### src/rtl/vote_seq_ctrl.sv
// Serial ballot controller: collects up to NUM_VOTERS one-hot ballots over a
// valid/ready handshake, closes on full count or idle timeout, presents a plurality winner.
module vote_seq_ctrl #(
   parameter int NUM_VOTERS = 5,
   parameter int TIMEOUT    = 16,
   localparam int CNT_W     = $clog2(NUM_VOTERS + 1)
) (
   input  logic             clk,
   input  logic             rst_n,
   input  logic             start,
   input  logic             vote_valid,
   input  logic [2:0]       vote_in,
   output logic             vote_ready,
   output logic             busy,
   output logic [2:0]       result,
   output logic             result_valid,
   input  logic             result_ack,
   output logic [CNT_W-1:0] invalid_cnt
);

   localparam logic [1:0] ST_IDLE    = 2'd0;
   localparam logic [1:0] ST_COLLECT = 2'd1;
   localparam logic [1:0] ST_TALLY   = 2'd2;
   localparam logic [1:0] ST_RESULT  = 2'd3;

   logic [1:0]       state_q, state_d;
   logic [CNT_W-1:0] cnt_a_q, cnt_a_d;
   logic [CNT_W-1:0] cnt_b_q, cnt_b_d;
   logic [CNT_W-1:0] cnt_c_q, cnt_c_d;
   logic [CNT_W-1:0] total_q, total_d;
   logic [CNT_W-1:0] invalid_q, invalid_d;
   logic [7:0]       idle_q, idle_d;
   logic [2:0]       result_q, result_d;
   logic [2:0]       winner_s;

   // Plurality winner with fixed tie priority A > B > C; no valid ballot yields 000
   always_comb begin
      winner_s = 3'b000;
      if ((cnt_a_q | cnt_b_q | cnt_c_q) == {CNT_W{1'b0}}) begin
         winner_s = 3'b000;
      end else if ((cnt_a_q >= cnt_b_q) && (cnt_a_q >= cnt_c_q)) begin
         winner_s = 3'b100;
      end else if (cnt_b_q >= cnt_c_q) begin
         winner_s = 3'b010;
      end else begin
         winner_s = 3'b001;
      end
   end

   // Next-state and counter update logic
   always_comb begin
      state_d   = state_q;
      cnt_a_d   = cnt_a_q;
      cnt_b_d   = cnt_b_q;
      cnt_c_d   = cnt_c_q;
      total_d   = total_q;
      invalid_d = invalid_q;
      idle_d    = idle_q;
      result_d  = result_q;
      case (state_q)
         ST_IDLE: begin
            if (start) begin
               state_d   = ST_COLLECT;
               cnt_a_d   = {CNT_W{1'b0}};
               cnt_b_d   = {CNT_W{1'b0}};
               cnt_c_d   = {CNT_W{1'b0}};
               total_d   = {CNT_W{1'b0}};
               invalid_d = {CNT_W{1'b0}};
               idle_d    = 8'd0;
               result_d  = 3'b000;
            end else begin
               state_d = ST_IDLE;
            end
         end
         ST_COLLECT: begin
            if (vote_valid) begin
               total_d = total_q + CNT_W'(1);
               idle_d  = 8'd0;
               case (vote_in)
                  3'b100:  cnt_a_d   = cnt_a_q + CNT_W'(1);
                  3'b010:  cnt_b_d   = cnt_b_q + CNT_W'(1);
                  3'b001:  cnt_c_d   = cnt_c_q + CNT_W'(1);
                  default: invalid_d = invalid_q + CNT_W'(1);
               endcase
            end else begin
               idle_d = idle_q + 8'd1;
            end
            // Either close condition (or both at once) moves to TALLY a single time
            if ((total_d == CNT_W'(NUM_VOTERS)) || (idle_d == 8'(TIMEOUT))) begin
               state_d = ST_TALLY;
            end else begin
               state_d = ST_COLLECT;
            end
         end
         ST_TALLY: begin
            result_d = winner_s;
            state_d  = ST_RESULT;
         end
         ST_RESULT: begin
            if (result_ack) begin
               state_d = ST_IDLE;
            end else begin
               state_d = ST_RESULT;
            end
         end
         default: begin
            state_d = ST_IDLE;
         end
      endcase
   end

   // State and counter registers
   always_ff @(posedge clk or negedge rst_n) begin
      if (!rst_n) begin
         state_q   <= ST_IDLE;
         cnt_a_q   <= {CNT_W{1'b0}};
         cnt_b_q   <= {CNT_W{1'b0}};
         cnt_c_q   <= {CNT_W{1'b0}};
         total_q   <= {CNT_W{1'b0}};
         invalid_q <= {CNT_W{1'b0}};
         idle_q    <= 8'd0;
         result_q  <= 3'b000;
      end else begin
         state_q   <= state_d;
         cnt_a_q   <= cnt_a_d;
         cnt_b_q   <= cnt_b_d;
         cnt_c_q   <= cnt_c_d;
         total_q   <= total_d;
         invalid_q <= invalid_d;
         idle_q    <= idle_d;
         result_q  <= result_d;
      end
   end

   assign vote_ready   = (state_q == ST_COLLECT);
   assign busy         = (state_q == ST_COLLECT) || (state_q == ST_TALLY);
   assign result_valid = (state_q == ST_RESULT);
   assign result       = result_q;
   assign invalid_cnt  = invalid_q;

endmodule

### config.mk
export PLATFORM = sky130hd
export DESIGN_NAME = vote_seq_ctrl
export DESIGN_NICKNAME = d
export VERILOG_FILES = /design/src/rtl/vote_seq_ctrl.sv
export SDC_FILE = /design/constraint.sdc
export NUM_CORES = 1
export LEC_CHECK = 0
export ABC_AREA = 1
export BUFFER_PORTS_ARGS = -buffer_cell sky130_fd_sc_hd__buf_2
export CORE_UTILIZATION = 45
export DETAILED_ROUTE_END_ITERATION = 12
export GPL_ROUTABILITY_DRIVEN = 0
export HOLD_SLACK_MARGIN = 0.03
export SLEW_MARGIN = 30
export SYNTH_ARGS = -nofsm -noshare
export SYNTH_HDL_FRONTEND = slang
export SYNTH_SLANG_ARGS = --single-unit
### constraint.sdc
create_clock -name clk -period 1.86 [get_ports clk]
set_input_delay 0.372 -clock clk [delete_from_list [all_inputs] [get_ports clk]]
set_output_delay 0.372 -clock clk [all_outputs]
set_load 0.02 [all_outputs]
==> results of run 1 <==
worst max-delay path by stage:
stage,startpoint,end,cells after the start,slack (ns)
after floorplan,state_q[1]$_DFF_PN0_,cnt_c_q[2]$_DFFE_PN0P_,10,0.12
after global placement,state_q[1]$_DFF_PN0_,invalid_cnt[2]$_DFFE_PN0P_,8,0.07
after detailed placement,state_q[1]$_DFF_PN0_,invalid_cnt[0]$_DFFE_PN0P_,8,0.08
after CTS,state_q[1]$_DFF_PN0_,invalid_cnt[2]$_DFFE_PN0P_,8,0.07
after global routing,state_q[1]$_DFF_PN0_,cnt_a_q[2]$_DFFE_PN0P_,9,0.04
final,state_q[1]$_DFF_PN0_,invalid_cnt[2]$_DFFE_PN0P_,8,0.16
registers in the layout, indices dropped and copies added (netlist names):
register,cells
cnt_c_q,3
cnt_b_q,3
total_q,3
state_q,2
result,3
idle_q,8
cnt_a_q,3
invalid_cnt,3
where the power goes:
group | internal (mW) | leakage (nW) | switching [mW]
combinational | 0.542 | 0.629 | 0.885
sequential | 0.756 | 0.377 | 0.129
clock | 0.288 | 0.0357 | 0.200
total | 1.59 | 1.04 | 1.21
timing repair:
item / in CTS / in global routing
hold buffers: 0 / 0
endpoints found under the setup margin: 0 / 7
setup buffers: 0 / 2
resized for setup: 0 / 5
routing by layer:
metal | vias up | track usage (%) | share of wire, %
met5 | - | 0 | 0
met4 | 0 | 5.71 | 0.95
met3 | 4 | 2.59 | 2.7
met2 | 26 | 27.8 | 40
met1 | 686 | 30.6 | 57
li1 | 805 | - | -
critical path: stages, from the launching register on:
cell,delay (ns)
dfrtp_1,0.41
inv_1,0.09
ha_1,0.27
buf_6,0.23
nand4_1,0.14
o21ai_0,0.13
nand3_2,0.17
nand2_1,0.09
o21ai_0,0.08
cells by family after synthesis:
logic type,after synthesis
buf+inv,35
simple gates,90
flops,28
xor+xnor,3
fa+ha+maj,22
compound gates,46
cells in the final DEF, fill, tap and decap left out, types with 2 or more instances in the layout:
master / instances
a21oi_1: 6
a21oi_4: 3
a31oi_1: 2
buf_2: 16
buf_4: 3
clkbuf_8: 3
dfrtp_1: 28
ha_1: 21
inv_1: 31
nand2_1: 41
nand2_2: 3
nand3_1: 29
nor2_1: 10
o211ai_1: 2
o21ai_0: 19
o21ai_1: 2
o22ai_1: 7
or2_2: 2
xor2_1: 2
cell type report:
cell class                 instances  area (sq um)
clock inverter                     1          30.0
sequential                        28           701
clock buffer                       3          41.3
inverter                          33           126
fill                             357          1680
timing repair buffer              20           114
tap                               48          60.1
multi-input combinational        161          1020
synth_stat cells (all sizes together):
cell    instances
nand2          45
inv            33
nand3          30
dfrtp          28
ha             22
o21ai          22
nor2           10
a21oi           9
o22ai           7
a31oi           2
buf             2
o211ai          2
or2             2
xor2            2
nand3b          1
nand4           1
nor3b           1
o21a            1
o21bai          1
o31ai           1
o32ai           1
xnor2           1
through the flow:
step	area (sq um)	setup slack, ns	utilization (%)
after floorplan	1830	0.119	-
after detailed placement	1980	0.0813	52.4
after global routing	2090	0.0384	55.4
after CTS	2050	0.0688	54.3
final	2090	0.159	55.4
after global placement	1980	0.0681	52.4
==> metrics.txt, run 1 <==
yosys warns 0; Max-Slew Margin vs Limit 57.2%; WP data required 2.03 ns; fin crit share 91.5%; die area 0.00434 sq mm; largest family of logic cells by synthesized area simple AND/OR/NAND/NOR gates; Diodes inserted 0; Vias/cell 5.17; critical path arrival 1.87 ns; reg-to-reg slack, setup 0.16 ns; simple-gate share of the synthesized area 22.1%; final non-filler cell total 294; first-pass GRT wire length 6430 microns; clk sinks 28; Synth Register Bits 28; Die H 65.8 microns; Hold Crit Class input port to async pin; final hold violation count 0; register area share after synthesis 38.2%; Core Footprint 0.00377 sq mm; FMAX 588 MHz; final setup vio count 0; DP Wirelength 2900 microns; CP Capture Type register; H-tree depth 1; Max Root-Sink Buffers 2; Row Count 22; Area growth syn-to-layout 13.9%; Startpoint Class register; max cap viols 0; initial antenna violation count 0; Tmin final 1.70 ns; Post-Synth XOR/XNOR Area 1.43%; Pre-Repair DR Iteration Count 4; count of cell types in the netlist 31; reg-to-reg critical path endpoint invalid_cnt[2]$_DFFE_PN0P_; Slew @ Worst Pin 0.643 ns; pin count of the biggest net entering global routing 29; crit-path max FO 15; mux cell area share after synthesis 0%; vias 1521; WHS 0.105 ns; Mean Syn Cell Area 8.19 sq um; drt total wl 3770 microns; Residual DRC 0; Clock Skews 0.00881 ns; clock buffer count from CTS 3; reg2reg path depth 8; Cell Pwr Density 1340 mW/mm^2; area leader, netlist dfrtp_1; Max IR drop VDD 0.000659 V; Root Driver clkbuf_8; drt wl/cell 12.8 microns; Clock transition at path regs 0.10 ns; Area contributors post-synth dfrtp_1 (38%), ha_1 (15%), nand2_1 (8.4%), nand3_1 (8.2%), inv_1 (6.3%); Mapped Area 0.00183 sq mm; port buffer count 16; Starting Density 48.6%; num ports 17; Slew Limit Fails 0; Yosys top cell area share 38.2%; WS Path Type register to register; Placed Cells 288; Routed Antenna Nets 0; outcome complete, no violations; Net Count, Synth 254; Compound-Gate Fraction of Synth Area 15.7%; Reg2Reg Launch Point state_q[1]$_DFF_PN0_; CTS tree done; Cells after Synth 224; Final nets 277; worst skew pair latency 0.28 ns; total grt overflow 0; Die Wd 65.8 microns; adder-cell share of the synthesized area 15.0%; Tot GR Track Use 19.7%; layout cell share with drive strength beyond 1 15.4%; total chip power 2.80 mW; number of global-route vias before repair 1371; static leakage 1.04 nW; RSZ-0062 raised after global routing false; setup TNS 0 ns; First DRT Iteration DRCs 56
(Power assumes the default switching activity.)
==> inputs of run 2 (changes only) <==
Settings changed: ABC_AREA 1 to default, CAP_MARGIN from default to 20.
==> run 2 against run 1 <==
Clock skew down 0.0025 ns. Critical endpoint is now cnt_c_q[0]$_DFFE_PN0P_. Critical path depth fell by 2. Global-route usage is essentially flat. Combinational power increased by 15%. Hold slack worse by 0.0017 ns. Via count shrank 4.2%. Largest power group unchanged. Register-to-register slack got worse by 0.07 ns. Worst setup slack worse by 0.068 ns. Fmax down 3.9%.
==> metrics.txt, run 2 <==
max cap viols 0 (unchanged); Mean Syn Cell Area 9.30 sq um (+14%); Net Count, Synth 227 (-11%); Tot GR Track Use 19.6% (-0.037 points); total grt overflow 0 (unchanged); FMAX 565 MHz (-3.9%); Yosys top cell area share 38.2% (about the same); Place WS 0.0878 ns (+0.00645 ns); area leader, netlist dfrtp_1; final non-filler cell total 267 (-9.2%); Max Root-Sink Buffers 2 (unchanged); Clock transition at path regs 0.10 ns (about the same); hold buffer count at CTS 0 (unchanged); Cell Pwr Density 1490 mW/mm^2 (+11%); Max IR drop VDD 0.000577 V (-12%); Routed Antenna Nets 0 (unchanged); Area growth syn-to-layout 13.3%; Synth Register Bits 28 (unchanged); number of global-route vias before repair 1382 (+0.80%); Diodes inserted 0 (unchanged); Vias/cell 5.46 (+5.5%); final worst slack 0.0902 ns (-0.0683 ns); Root Driver clkbuf_8; Post-synth top flop dfrtp_1; clock buffer count from CTS 3 (unchanged); Slew @ Worst Pin 0.646 ns (+0.00327 ns); Tmin final 1.77 ns (+0.0683 ns); critical path arrival 1.94 ns (+0.07 ns); Starting Density 48.6% (about the same); count of cell types in the netlist 38 (+23%); most frequent cells in the layout dfrtp_1 (28), ha_1 (22), o21ai_0 (20), nor2_1 (18), nand2_1 (17); cell with the most instances after synthesis dfrtp_1; H-tree depth 1 (unchanged); final setup vio count 0 (unchanged); num ports 17 (unchanged); Cells after Synth 197 (-12%); WHS 0.103 ns (-0.00167 ns); register area share after synthesis 38.2% (about the same); WS Path Type register to register; Hold Crit Class input port to async pin; Die H 65.8 microns (about the same); fill count 341 (-4.5%); max FFs per register 8 (unchanged); fin crit share 95.1% (+3.7 points); clk sinks 28 (unchanged); vias 1457 (-4.2%); yosys warns 0 (unchanged); drt wl/cell 13.6 microns (+6.0%); Row Count 22 (unchanged); static leakage 1.00 nW (-3.7%); Area contributors post-synth dfrtp_1 (38%), ha_1 (15%), o21ai_0 (5.5%), nor2_1 (3.7%), nand2_1 (3.5%); Post-synth EDFFs 0 (unchanged); RSZ-0062 raised after global routing true; outcome complete, no violations; layout cell share with drive strength beyond 1 16.0% (+0.53 points); Final nets 250 (-9.7%); final hold violation count 0 (unchanged); Residual DRC 0 (unchanged); Die Wd 65.8 microns (about the same); port buffer count 16 (unchanged); CTS tree done; asr flop ratio synth 100% (unchanged); Max-Slew Margin vs Limit 56.9% (-0.22 points); drt total wl 3630 microns (-3.7%); first-pass GRT wire length 6500 microns (+1.1%); most flop-heavy register idle_q; Pre-Repair DR Iteration Count 4 (unchanged); Core Footprint 0.00377 sq mm (unchanged); Clock Skews 0.00635 ns (-0.00246 ns); most common cell after layout, fill and taps aside dfrtp_1; DP Wirelength 2740 microns (-5.6%); initial antenna violation count 0 (unchanged); Mapped Area 0.00183 sq mm (about the same); die area 0.00433 sq mm (about the same); buffer count from post-CTS setup fixing 0 (unchanged); pin count of the biggest net entering global routing 29 (unchanged); crit-path max FO 6 (-9); CP Capture Type register; Startpoint Class register; area of the multi-input gates 0.00106 sq mm (+4.2%); FF+latch area 701 sq um (unchanged); Post-synth top cells dfrtp_1 (28), ha_1 (22), o21ai_0 (20); total chip power 3.09 mW (+10%); worst skew pair latency 0.28 ns (about the same); First DRT Iteration DRCs 47 (-16%); Placed Cells 263 (-8.7%); WP data required 2.03 ns (about the same); Slew Limit Fails 0 (unchanged); final core occ 55.1% (-0.33 points)
[run 2: critical path, cell delays in order, from the launching register on]
cell and delay [ns]:
dfrtp_1 0.40, inv_1 0.08, ha_1 0.23, mux2i_1 0.12, buf_4 0.16, a21oi_1 0.29, mux2_2 0.38
[run 2: worst paths after layout]
kind	startpoint	to	slack [ns]	depth (start not counted)
max	state_q[0]$_DFF_PN0_	cnt_c_q[0]$_DFFE_PN0P_	0.09	6
min	rst_n	result[0]$_DFFE_PN0P_	0.10	1
max reg2reg	state_q[0]$_DFF_PN0_	cnt_c_q[0]$_DFFE_PN0P_	0.09	6
min reg2reg	result[2]$_DFFE_PN0P_	result[2]$_DFFE_PN0P_	0.49	2
max in group asynchronous	rst_n	cnt_c_q[0]$_DFFE_PN0P_	1.34	1
min in group clk	start	cnt_c_q[2]$_DFFE_PN0P_	0.48	3
[run 2: cells by family (layout without fill, tap and decap cells)]
group	after synthesis	in the layout	synth area share, %
simple gates	61	61	17.5
compound gates	53	53	18.4
flops	28	28	38.2
fa+ha+maj	22	22	15.0
buf+inv	20	42	4.30
xor+xnor	9	9	4.30
mux	4	4	2.32
[run 2: metrics by stage]
stage	cell area [sq um]	setup TNS [ns]
floorplan	1830	0
global placement	2000	0
detailed placement	2000	0
CTS	2070	0
global route	2080	-0.00580
finish	2080	0
[run 2: per-layer routing]
metal | GRT usage, % | routed length [microns] | vias up
li1 | - | - | 740
met1 | 27.4 | 1850 | 689
met2 | 31.1 | 1620 | 23
met3 | 2.59 | 113 | 5
met4 | 6.52 | 49 | 0
met5 | 0 | 0 | -
[run 2: power by group]
group | total (mW) | internal [mW] | switching (mW) | leakage, nW
sequential | 0.954 | 0.788 | 0.166 | 0.371
clock | 0.492 | 0.289 | 0.204 | 0.0357
combinational | 1.65 | 0.704 | 0.942 | 0.597
[run 2: final cells by class]
class	count	share of cell area (%)
Multi-Input combinational cell	149	51.0
Sequential cell	28	33.7
Timing Repair Buffer	22	6.02
Inverter	16	2.89
Tap cell	48	2.89
Clock buffer	3	1.99
Clock inverter	1	1.45
[run 2: repair_timing]
item,in CTS,in global routing
gates resized for setup,0,3
endpoints found under the hold margin,0,0
endpoints found under the setup margin,0,6
